--- src/rtl/md_io_pkg.sv ---
// Shared types for the I/O configuration sequencer.
// Holds the packed configuration word and the sequencer state encoding.
package md_io_pkg;

  typedef struct packed {
    logic [1:0] multitap;
    logic       sms;
    logic [2:0] mouse_opt;
    logic       gun_opt;
  } md_io_cfg_t;

  typedef enum logic [2:0] {
    BOOT,
    IDLE,
    WAIT,
    APPLY,
    DEVRST
  } md_io_state_t;

endpackage

--- src/rtl/md_th_activity.sv ---
// TH activity detector: registers the four TH data/direction bits.
// It flags any cycle-to-cycle change as a one-cycle activity event.
module md_th_activity (
  input  logic       clk,
  input  logic       reset,
  input  logic [3:0] th,
  output logic       activity
);

  logic [3:0] th_prev;

  always_ff @(posedge clk or posedge reset) begin
    if (reset) begin
      th_prev <= '0;
    end else begin
      th_prev <= th;
    end
  end

  assign activity = |(th ^ th_prev);

endmodule

--- src/rtl/md_io_cfg_seq.sv ---
// I/O configuration sequencer: it applies a requested pad configuration only after the TH lines go quiet, then pulses io_reset.
// Optional macro MD_IO_CFG_TIMEOUT_EN forces an apply after TIMEOUT_CYCLES in WAIT.
module md_io_cfg_seq #(
  parameter int QUIET_CYCLES   = 4096,
  parameter int RST_CYCLES     = 16,
  parameter int TIMEOUT_CYCLES = 1048576
) (
  input  logic       clk,
  input  logic       reset,
  input  logic [1:0] req_multitap,
  input  logic       req_sms,
  input  logic [2:0] req_mouse_opt,
  input  logic       req_gun_opt,
  input  logic [6:0] port1_in,
  input  logic [6:0] port2_in,
  input  logic [6:0] port1_dir,
  input  logic [6:0] port2_dir,
  output logic [1:0] multitap,
  output logic       sms,
  output logic [2:0] mouse_opt,
  output logic       gun_opt,
  output logic       io_reset,
  output logic       busy
);

  import md_io_pkg::*;

  localparam int QW = (QUIET_CYCLES > 1) ? $clog2(QUIET_CYCLES) : 1;
  localparam int RW = (RST_CYCLES > 1) ? $clog2(RST_CYCLES) : 1;
  localparam logic [QW-1:0] QUIET_LAST = QW'(QUIET_CYCLES - 1);
  localparam logic [RW-1:0] RST_LAST   = RW'(RST_CYCLES - 1);

  md_io_state_t  state;
  md_io_cfg_t    req_cfg;
  md_io_cfg_t    pending;
  md_io_cfg_t    applied;
  logic [QW-1:0] quiet_cnt;
  logic [RW-1:0] rst_cnt;
  logic          th_activity;
  logic          unused_bits;

  assign req_cfg = {req_multitap, req_sms, req_mouse_opt, req_gun_opt};

  assign multitap  = applied.multitap;
  assign sms       = applied.sms;
  assign mouse_opt = applied.mouse_opt;
  assign gun_opt   = applied.gun_opt;

  md_th_activity u_th_activity (
    .clk      (clk),
    .reset    (reset),
    .th       ({port1_in[6], port2_in[6], port1_dir[6], port2_dir[6]}),
    .activity (th_activity)
  );

`ifdef MD_IO_CFG_TIMEOUT_EN
  localparam int TW = (TIMEOUT_CYCLES > 1) ? $clog2(TIMEOUT_CYCLES) : 1;
  localparam logic [TW-1:0] TOUT_LAST = TW'(TIMEOUT_CYCLES - 1);

  logic [TW-1:0] tout_cnt;
  logic          tout_hit;

  assign tout_hit = (tout_cnt == TOUT_LAST);

  // Restarts whenever WAIT is (re)entered or the request moves, so the deadline tracks the latest request.
  always_ff @(posedge clk or posedge reset) begin
    if (reset) begin
      tout_cnt <= '0;
    end else if (state != WAIT || req_cfg != pending) begin
      tout_cnt <= '0;
    end else if (!tout_hit) begin
      tout_cnt <= tout_cnt + 1'b1;
    end
  end

  assign unused_bits = ^{port1_in[5:0], port2_in[5:0], port1_dir[5:0], port2_dir[5:0]};
`else
  assign unused_bits = ^{port1_in[5:0], port2_in[5:0], port1_dir[5:0], port2_dir[5:0],
                         TIMEOUT_CYCLES};
`endif

  always_ff @(posedge clk or posedge reset) begin
    if (reset) begin
      state     <= BOOT;
      applied   <= '0;
      pending   <= '0;
      quiet_cnt <= '0;
      rst_cnt   <= '0;
      io_reset  <= 1'b1;
      busy      <= 1'b1;
    end else begin
      case (state)
        BOOT: begin
          pending  <= req_cfg;
          io_reset <= 1'b0;
          state    <= APPLY;
        end
        IDLE: begin
          if (req_cfg != applied) begin
            pending   <= req_cfg;
            quiet_cnt <= '0;
            busy      <= 1'b1;
            state     <= WAIT;
          end
        end
        // A revert wins over everything; a new request restarts the quiet window like TH activity does.
        WAIT: begin
          if (req_cfg == applied) begin
            quiet_cnt <= '0;
            busy      <= 1'b0;
            state     <= IDLE;
          end else if (req_cfg != pending) begin
            pending   <= req_cfg;
            quiet_cnt <= '0;
`ifdef MD_IO_CFG_TIMEOUT_EN
          end else if (tout_hit) begin
            state     <= APPLY;
`endif
          end else if (th_activity) begin
            quiet_cnt <= '0;
          end else if (quiet_cnt == QUIET_LAST) begin
            state     <= APPLY;
          end else begin
            quiet_cnt <= quiet_cnt + 1'b1;
          end
        end
        APPLY: begin
          applied  <= pending;
          rst_cnt  <= '0;
          io_reset <= 1'b1;
          state    <= DEVRST;
        end
        DEVRST: begin
          if (rst_cnt == RST_LAST) begin
            io_reset <= 1'b0;
            busy     <= 1'b0;
            state    <= IDLE;
          end else begin
            rst_cnt  <= rst_cnt + 1'b1;
          end
        end
        default: begin
          io_reset <= 1'b1;
          busy     <= 1'b1;
          state    <= BOOT;
        end
      endcase
    end
  end

endmodule

--- config.mk ---
export PLATFORM = sky130hd
export DESIGN_NAME = md_io_cfg_seq
export DESIGN_NICKNAME = d
export VERILOG_FILES = /design/src/rtl/md_io_pkg.sv /design/src/rtl/md_th_activity.sv /design/src/rtl/md_io_cfg_seq.sv
export SDC_FILE = /design/constraint.sdc
export NUM_CORES = 1
export LEC_CHECK = 0
export BUFFER_PORTS_ARGS = -buffer_cell sky130_fd_sc_hd__buf_2
export CAP_MARGIN = 20
export CORE_MARGIN = 1.5
export CORE_UTILIZATION = 41
export CTS_CLUSTER_DIAMETER = 80
export DETAILED_ROUTE_END_ITERATION = 12
export GPL_TIMING_DRIVEN = 1
export PLACE_DENSITY = 0.61
export SLEW_MARGIN = 20
export SYNTH_ARGS = -nofsm -noshare
export SYNTH_HDL_FRONTEND = slang
export SYNTH_SLANG_ARGS = --single-unit
export TNS_END_PERCENT = 100
--- constraint.sdc ---
create_clock -name clk -period 1.8 [get_ports clk]
set_clock_uncertainty 0.05 [all_clocks]
set_input_delay 0.27 -clock clk [delete_from_list [all_inputs] [get_ports clk]]
set_output_delay 0.27 -clock clk [all_outputs]
set_load 0.02 [all_outputs]
==> flow_metrics.env <==
export IMPL_drive_gt1_share_pct=50.0
export IMPL_drt_wl_total_um=4300
export IMPL_ant_nets=0
export IMPL_cts_sinks=39
export IMPL_groute_usage_overall_pct=16.9
export IMPL_clock_power_share_pct=14.0
export IMPL_layout_worst_path_cycle_share_pct=110
export IMPL_crit_path_cell_trace="xor2_1 > nor4_4 > nand3_4 > nor3_4 > buf_6 > or2b_1 > a31oi_4"
export IMPL_rows=26
export IMPL_worstSetupStartpointType="flip-flop"
export IMPL_synth_area_sq_um=2210
export IMPL_synth_sequential_area_ratio_pct=44.3
export IMPL_post_route_min_period_ps=1980
export IMPL_grt_first_pass_wirelength_um=7880
export IMPL_grt_max_degree=40
export IMPL_netlist_area_leader_share_pct=41.9
export IMPL_worst_hold_path_type="primary input to asynchronous set/reset pin"
export IMPL_sw_power_w=0.00156
export IMPL_detail_route_vias_per_cell=4.91
export IMPL_insertion_delay_ps=290
export IMPL_count_of_unique_library_cells_instantiated_by_yosys=48
export IMPL_run_status="finished, violations left"
export IMPL_globalRoute_totalOverflow=0
export IMPL_final_cell_mix="sky130_fd_sc_hd__buf_4 (42), sky130_fd_sc_hd__dfrtp_1 (33), sky130_fd_sc_hd__buf_2 (22)"
export IMPL_cts_tree="built"
export IMPL_core_region_area_sq_um=5140
export IMPL_finalSetupTns_ps=-2570
export IMPL_crit_required_ps=1960
export IMPL_n_antenna_cell=0
export IMPL_unrepaired_setup_endpoints_after_global_routing="true"
export IMPL_async_flop_share_pct=100
export IMPL_final_setup_worst_slack_ps=-185
export IMPL_routed_wire_length_per_instance_um=13.0
export IMPL_max_slew_margin_pct=66.7
export IMPL_cp_end_kind="flip-flop"
export IMPL_power_density_cell_area_nw_per_um2=1410
export IMPL_horizontal_die_dimension_um=76.4
export IMPL_cell_at_the_root_of_the_clock_tree="sky130_fd_sc_hd__clkbuf_8"
export IMPL_synth_area_per_cell_sq_um=11.7
export IMPL_routed_via_count=1620
export IMPL_detailed_place_hpwl_um=3100
export IMPL_synth_top_cell_by_area="sky130_fd_sc_hd__dfrtp_1"
export IMPL_setup_viol=19
export IMPL_violations="setup timing"
export IMPL_fillers=475
export IMPL_arr_time_crit_path_ps=2140
export IMPL_p_seq_share_pct=32.4
export IMPL_gpl_final_weighted_congestion=0.729
export IMPL_cts_made_buffers=5
export IMPL_syn_inst=189
export IMPL_synth_yosys_warnings=0
export IMPL_proportion_of_total_power_due_to_net_switching_pct=37.8
export IMPL_1st_iter_drt_viols=97
export IMPL_worst_vdd_drop_uv=1040
export IMPL_final_hold_worst_slack_ps=47.4
export IMPL_timing_critical_path_slowest_stage_cell="sky130_fd_sc_hd__dfrtp_1"
export IMPL_crit_type="flip-flop to flip-flop"
export IMPL_die_height_um=76.4
export IMPL_area_delta_synth_final_pct=32.3
export IMPL_htree_num_levels=2
export IMPL_number_of_max_cap_violations=0
export IMPL_p_leak_nw=1.29
export IMPL_critical_path_max_stage_delay_ps=390
export IMPL_cell_internal_pwr_w=0.00256
export IMPL_final_hold_violations=0
export IMPL_logic_gate_share_of_total_power_pct=53.6
export IMPL_ys_top_cells_by_area="sky130_fd_sc_hd__dfrtp_1 (42%), sky130_fd_sc_hd__a31oi_4 (5.8%), sky130_fd_sc_hd__xor2_1 (5.2%)"
export IMPL_finish_net_count=298
export IMPL_boundaryPins=46
export IMPL_dr_pass1_iters=4
export IMPL_most_common_library_cell_in_the_layout_ignoring_fill_and_taps="sky130_fd_sc_hd__buf_4"
export IMPL_vias_in_the_first_global_route=1719
export IMPL_grt_antenna_before_repair=0
export IMPL_yosys_most_used_dff="sky130_fd_sc_hd__dfrtp_1"
export IMPL_crit_path_max_fanout=5
export IMPL_design_die_area_sq_um=5840
export IMPL_floorplan_initialDensity_pct=43.0
export IMPL_synth_edf_count=0
export IMPL_timing_worst_slew_pin_value_ps=500
export IMPL_drc=0
export IMPL_cts_hold_repair_buffers=0
export IMPL_cts_reportedPaths_clkPinSlew_ps=80
export IMPL_timing_fmax_ghz=0.504
export IMPL_synthesized_net_count=228
export IMPL_io_buffers=21
export IMPL_r2r_setup_slack_ps=-180
export IMPL_timing_max_transition_violations_final=0
export IMPL_postSynthRegisterBits=39
export IMPL_clock_path_buffers=2
## flip-flops by register name, summed over array words and instances (netlist names)
register and cells:
busy 1, pending 7, multitap 2, u_th_activity.th_prev 4, quiet_cnt 12, state 3, mouse_opt 3, sms 1
rst_cnt 4, gun_opt 1, io_reset 1
## power by group through the flow
stage,logic [W],registers [W],clock network (W)
6_report,0.00221,0.00133,0.000575
2_1_floorplan,0.00126,0.00146,0
5_1_grt,0.00238,0.00137,0.000643
4_1_cts,0.00222,0.00134,0.000605
3_5_place_dp,0.00210,0.00135,0
3_3_place_gp,0.00207,0.00134,0
## cell usage after synthesis (2+ instances only)
master and n:
sky130_fd_sc_hd__o21ai_0 7, sky130_fd_sc_hd__nor2_1 9, sky130_fd_sc_hd__dfstp_2 2, sky130_fd_sc_hd__nor4_4 2, sky130_fd_sc_hd__and3_1 3, sky130_fd_sc_hd__nand3_1 9
sky130_fd_sc_hd__o211ai_2 2, sky130_fd_sc_hd__buf_12 2, sky130_fd_sc_hd__inv_1 7, sky130_fd_sc_hd__nand4_2 2, sky130_fd_sc_hd__xnor2_1 9, sky130_fd_sc_hd__a21oi_1 12
sky130_fd_sc_hd__nor3_1 2, sky130_fd_sc_hd__a31oi_4 6, sky130_fd_sc_hd__nor3_2 2, sky130_fd_sc_hd__or2b_1 2, sky130_fd_sc_hd__mux2_2 9, sky130_fd_sc_hd__xor2_1 13
sky130_fd_sc_hd__a31oi_1 2, sky130_fd_sc_hd__nand4_1 3, sky130_fd_sc_hd__nand2_1 13, sky130_fd_sc_hd__dfrtp_1 37, sky130_fd_sc_hd__nand3_2 3, sky130_fd_sc_hd__ha_1 2
sky130_fd_sc_hd__nand2_2 2, sky130_fd_sc_hd__mux2_1 5
## layout make-up
cell class,instances,area (sq um),area share (%)
timing repair buffer,69,508,17.4
sequential,39,983,33.6
clock buffer,7,76.3,2.61
multi-input combinational,137,1240,42.3
inverter,7,26.3,0.899
clock inverter,1,5.00,0.171
tap,70,87.6,3.00
## metrics by stage
step	cell area (sq um)	total power (W)	utilization (%)	worst slack (ps)	instances
final	2920	0.00412	56.9	-185	330
after global routing	2920	0.00440	56.9	-331	330
after CTS	2910	0.00416	56.6	-232	329
after detailed placement	2760	0.00345	53.7	-227	318
after global placement	2760	0.00341	53.7	-173	318
after floorplan	2280	0.00272	-	-36.9	189
## worst max-delay path: cells and delay by family, from the launching register on
kind / cells / cell delay (ps)
AO/OA/AOI/OAI: 1 / 170
AND/OR/NAND/NOR: 4 / 950
buffers and inverters: 1 / 160
XOR/XNOR: 1 / 190
flip-flops: 1 / 390
## kinds of logic after synthesis
kind of cell	synth area share, %
AND/OR/NAND/NOR	16.4
AO/OA/AOI/OAI	16.7
flip-flops	44.3
XOR/XNOR	8.72
multiplexers	8.21
buffers and inverters	4.53
adder cells (fa/ha/maj)	1.13
## final timing paths
check	startpoint	endpoint	depth (start not counted)
worst min register to register	quiet_cnt[7]	quiet_cnt[7]	1
worst max register to register	pending[3]	quiet_cnt[9]	7
min in group clk	port1_in[6]	u_th_activity.th_prev[3]	1
max in group asynchronous	reset	mouse_opt[1]	3
worst min-delay path	reset	quiet_cnt[1]	3
worst max-delay path	pending[3]	quiet_cnt[9]	7
## what timing repair did
action	CTS	global route
resized for setup	9	1
buffers inserted	3	1
pin swaps	5	0
gates cloned	1	0
endpoints found under the setup margin	19	19
hold endpoints to repair	0	0
## routing by layer
metal | wire (um) | up-vias | global-route usage [%]
li1 | - | 810 | -
met1 | 2070 | 790 | 21.7
met2 | 2100 | 18 | 28.5
met3 | 98 | 2 | 3.95
met4 | 23 | 0 | 4.26
met5 | 0 | - | 0
Power figures use the tool's default switching activity.
